## src/rtl/encoder_seq.sv

```systemverilog
// encoder_seq: multi-hot vector to index stream; ENCODER_SEQ_MSB_FIRST_EN scans highest bit first
module encoder_seq #(
  parameter int BIN_WIDTH = 4
) (
  input  logic                     clk,
  input  logic                     rst_n,
  input  logic [2**BIN_WIDTH-1:0]  enc_in,
  input  logic                     in_valid,
  output logic                     in_ready,
  output logic [BIN_WIDTH-1:0]     bin_out,
  output logic                     out_valid,
  input  logic                     out_ready,
  output logic                     out_last,
  output logic                     out_zero
);
  localparam int N = 2**BIN_WIDTH;
  localparam logic [0:0] IDLE = 1'b0;
  localparam logic [0:0] EMIT = 1'b1;
  logic [0:0] state;
  logic [N-1:0] pending, src;
  logic [BIN_WIDTH-1:0] idx;
  logic accept, single;
  assign in_ready = state == IDLE;
  assign accept = in_valid && in_ready;
  // search source is the fresh vector on accept, else pending minus the beat being emitted
  assign src = in_ready ? enc_in : pending & ~(N'(1) << bin_out);
  assign single = (src & (src - N'(1))) == '0;
  always_comb begin
    idx = '0;
`ifdef ENCODER_SEQ_MSB_FIRST_EN
    for (int i = 0; i < N; i++) idx = src[i] ? BIN_WIDTH'(i) : idx;
`else
    for (int i = N-1; i >= 0; i--) idx = src[i] ? BIN_WIDTH'(i) : idx;
`endif
  end
  always_ff @(posedge clk) begin
    if (!rst_n) begin
      state <= IDLE;
      pending <= '0;
      bin_out <= '0;
      out_valid <= 1'b0;
      out_last <= 1'b0;
      out_zero <= 1'b0;
    end else if (accept) begin
      state <= EMIT;
      pending <= enc_in;
      bin_out <= idx;
      out_valid <= 1'b1;
      out_last <= single;
      out_zero <= enc_in == '0;
    end else if (out_valid && out_ready) begin
      if (out_last) begin
        state <= IDLE;
        out_valid <= 1'b0;
        out_last <= 1'b0;
        out_zero <= 1'b0;
      end else begin
        pending <= src;
        bin_out <= idx;
        out_last <= single;
      end
    end
  end
endmodule

```

## config.mk

```make
export PLATFORM = sky130hd
export DESIGN_NAME = encoder_seq
export DESIGN_NICKNAME = d
export VERILOG_FILES = /design/src/rtl/encoder_seq.sv
export SDC_FILE = /design/constraint.sdc
export NUM_CORES = 1
export LEC_CHECK = 0
export BUFFER_PORTS_ARGS = -buffer_cell sky130_fd_sc_hd__buf_2
export CAP_MARGIN = 20
export CORE_MARGIN = 5
export CORE_UTILIZATION = 30
export DETAILED_ROUTE_END_ITERATION = 7
export GPL_ROUTABILITY_DRIVEN = 1
export PLACE_DENSITY = 0.58
export RECOVER_POWER = 25
export SLEW_MARGIN = 20
export SYNTH_ARGS = -nofsm -noshare
export SYNTH_HDL_FRONTEND = slang
export SYNTH_SLANG_ARGS = --single-unit
```

## constraint.sdc

```tcl
create_clock -name clk -period 2.9 [get_ports clk]
set_clock_uncertainty 0.2 [all_clocks]
set_input_delay 0.29 -clock clk [delete_from_list [all_inputs] [get_ports clk]]
set_output_delay 0.29 -clock clk [all_outputs]
set_load 0.02 [all_outputs]
```

# Word level (Yosys, flattened, before mapping)
# Index checks and enable logic that the tools add are counted.
# classes
shifts,1
n_bitwise,4
eq_ne,1
addsub,1
reduce_logical,8
mux,30
# op_table
op,n
$mux 4,19
$mux 16,4
$and 16x16->16,2
$logic_not 16->1,2
$not 16->16,1
$shl 1x4->16 const A,1
$sub 16x1->16 const B,1
$mux 1,7
$reduce_and 2->1,2
$reduce_bool 2->1,2
$logic_and 1x1->1,2
$ne 2x1->1 const B,1
$not 1->1,1
# totals
register_bits,23
elab_cells,50
in_bits,20
out_inout_bits,8

# Logic depth before layout (Yosys ltp)
# depth
word_depth,23
ltp_mapped,9
ltp_nobuf,6

# Least setup slack after synthesis
# OpenSTA, ideal clock, no wires.
# synth_timing
path_type,register to register
startpoint,reg bin_out[3]
endpoint,reg out_last
synth_period_minus_slack_ps,2299
stages_incl_launch_ff,8
t_required_ps,2631
arrival_time_ps,2030
setup_time_ps,69
slack_ps,601
n_path_buf,1
path_cell_list,dfxtp_1 > buf_2 > or4b_4 > a31oi_4 > and3_4 > nand4_1 > a211o_1 > o21ai_1
# synth_between
elab_chain_len,10
# synth_rtl
element,line,rtl
from (decl),10,"output logic [BIN_WIDTH-1:0] bin_out,"
from (signal assigned),47,bin_out <= idx;
from (signal assigned),59,bin_out <= idx;
$shl 1x4->16 *,26,assign src = in_ready ? enc_in : pending & ~(N'(1) << bin_out);
$not 16->16 *,26,
$and 16x16->16 *,26,
$mux 16 *,26,
$sub 16x1->16,27,assign single = (src & (src - N'(1))) == '0;
$and 16x16->16 *,27,
$logic_not 16->1 *,27,
$mux 1,52,if (out_last) begin
$mux 1,51,end else if (out_valid && out_ready) begin
$mux 1 *,44,end else if (accept) begin
to (signal assigned),49,out_last <= single;
to (signal assigned),60,out_last <= single;
to (decl),13,"output logic out_last,"
# Every way passes the cells marked *; elsewhere a longest branch is shown, timed or not. The select of a mux whose other input is x is not followed.
# A chain may end at the register's enable or synchronous reset.

# Final worst setup path
# layout_timing
startpoint,reg bin_out[2]
endpoint,reg out_last
# Same word-level chain as after synthesis.

==> impl_metrics.yaml <==
pwr:
  intPower_uw: 562
  leakagePower_nw: 0.844
  ir_drop_mv: 0.186
  power_density_nw_per_um2: 424
  p_sw_share_pct: 35.1
  pwr-share-comb_pct: 31.5
  finalPower_uw: 866
  power_frac_clock_pct: 24.7
  power_frac_seq_pct: 43.8
  switching_power_uw: 304
cts:
  cts_root_buffer: "clkbuf_8"
  cts.sinks: 23
  tritoncts: "done"
  htreeDepth: 1
  clock_latency_ps: 270
  cts-buffers-inserted: 3
  post-cts-setup-buffers: 0
  cts.clk_slew.worst_paths_ps: 90
  cts_buffer_depth: 2
  hold_buffers: 0
  ctsResizeCount: 0
die:
  dieArea_um2: 7700
  coreArea_um2: 5890
  initial_core_util_pct: 30.8
  die_y_um: 87.7
  die_w_um: 87.7
  row_count: 28
  pin_count: 28
setup_path:
  ff2ff_setup_slack_ps: 360
  timing.rr.end: "out_last"
  worstSetupPathType: "register to register"
  cp_data_arrival_time_ps: 2550
  crit_path_end: "out_last"
  cp_max_fo: 19
  critPathLaunchType: "register"
  cp-end-kind: "register"
  startpoint: "bin_out[2]"
  r2r_cells: 6
  crit_required_ps: 2910
  r2r-start: "bin_out[2]"
synth:
  synth_seq_cells: 23
  netlist_area_um2: 1810
  avgSynthCellArea_um2: 8.17
  synth_top_area_share_pct: 25.4
  synth.distinct_cells: 62
  async_flop_share_pct: 0
  synth_edf_count: 0
  synth_nets: 242
  yosysSeqAreaShare_pct: 25.4
  synth_warnings: 0
  dominantRegCellSynth: "dfxtp_1"
  synthCells: 222
  synthTopCellsByArea: "dfxtp_1 (25%), nand2_1 (7.2%), o211a_1 (6.6%)"
  synth_top_area_cell: "dfxtp_1"
routing:
  drc_errors: 0
  drt_iter0_drc: 130
  ant_nets: 0
  routed_via_density: 5.63
  drt-total-wl_um: 4970
  drtPass1Iterations: 4
  wl_per_cell_um: 15.5
  routed-via-count: 1802
final_layout:
  antennaDiodeCount: 0
  fillerInstances: 638
  final_nets: 266
  drive_above_1_share_pct: 22.4
  final_common_cell: "nand2_1"
  synthToLayoutAreaGrowth_pct: 12.7
  mostFrequentLayoutCells: "nand2_1 (35), dfxtp_1 (23), buf_2 (22), o211a_1 (12), o21ai_0 (11)"
sta:
  finalSetupViolCount: 0
  hold_slack_ps: 157
  fin_setup_tns_ps: 0
  finalHoldViolCount: 0
  post-route-period-util_pct: 87.5
  grt_setup_unrepaired: "false"
  final-max-slew-violation-count: 0
  slew_headroom_pct: 56.1
  fmax_mhz: 394
  worstMarginPinSlew_ps: 659
  fin_crit_ps: 2540
global_routing:
  grt_use_total_pct: 13.0
  grt_pass1_vias: 1606
  grt_pass1_wl_um: 7900
  antenna_found_initial: 0
  grt_max_degree: 26
  grt_overflow: 0
worst_hold_path:
  whs_path_depth: 3
  min_path_type: "primary input to register"
placement:
  place.gp.congestion: 0.920
  portBuffers: 27
  dpl.hpwl_um: 3760
flow_run:
  drv_cap: 0
outcome:
  status: "complete, no violations"
-- Yosys cell counts, types with 3 or more instances --
cell / number
nor2_1: 9
a31oi_1: 5
nand2_1: 35
nand4_1: 5
clkbuf_1: 5
a22oi_1: 3
dfxtp_1: 23
buf_6: 3
nor3b_1: 5
nand4b_1: 3
nor4b_2: 3
nor4_1: 3
a21oi_1: 7
nand3_1: 4
or2_2: 4
nand2b_1: 3
o211a_1: 12
o21ai_0: 11
nor2b_1: 5
nor3_1: 4
buf_2: 6
inv_1: 3
o22ai_1: 5
and2_1: 6
-- layer usage --
metal	track usage (%)	wire (µm)	up-vias
li1	-	-	897
met1	17.1	2300	843
met2	21.8	2340	57
met3	2.16	254	5
met4	3.77	65	0
met5	0	0	-
-- stage by stage --
stage | cells | util [%] | worst slack, ps | cell area [µm²]
after floorplan | 222 | - | 601 | 1810
after global placement | 316 | 34.1 | 453 | 2010
after detailed placement | 316 | 34.1 | 410 | 2010
after CTS | 320 | 34.9 | 395 | 2050
after global routing | 320 | 34.7 | 200 | 2040
final | 320 | 34.7 | 362 | 2040
-- kinds of logic after synthesis --
kind of cell | Yosys count | share of synthesized area, %
AOI/OAI and AO/OA | 75 | 32.9
adders and majority gates | 1 | 0.552
buffers and inverters | 19 | 6.00
DFF | 23 | 25.4
muxes | 1 | 0.552
and+or+nand+nor | 103 | 34.6
-- worst max-delay path, cell delays in order (launching register included) --
cell and delay (ps):
dfxtp_1 720, nand4_1 250, a222oi_1 480, and2_2 270, a2bb2o_4 220, a211o_1 220
o21ai_1 120
-- how the worst min path moves through the flow --
| stage | start | slack (ps) | end |
|---|---|---|---|
| after floorplan | rst_n | 230 | pending[3] |
| after global placement | bin_out[3] | 270 | bin_out[3] |
| after detailed placement | bin_out[3] | 270 | bin_out[3] |
| after CTS | enc_in[3] | 130 | pending[3] |
| after global routing | enc_in[3] | 200 | pending[3] |
| final | enc_in[3] | 160 | pending[3] |
-- sequential cells by signal (all words and copies together) (netlist names) --
register and count:
pending 16, bin_out 4, out_last 1, out_zero 1, state 1
-- power by group through the flow --
stage	clock, mW	sequential (mW)	combinational (mW)
final	0.214	0.379	0.273
after global routing	0.231	0.385	0.299
after CTS	0.218	0.379	0.274
after detailed placement	0	0.386	0.272
after global placement	0	0.384	0.274
after floorplan	0	0.374	0.210
-- final cells by class --
type	count	area, µm²	share of cell area (%)
timing repair buffer	35	185	9.06
tap	75	93.8	4.59
sequential	23	460	22.5
inverter	3	11.3	0.551
multi-input combinational	180	1250	61.1
clock buffer	4	45.0	2.20
(Power assumes the default switching activity.)
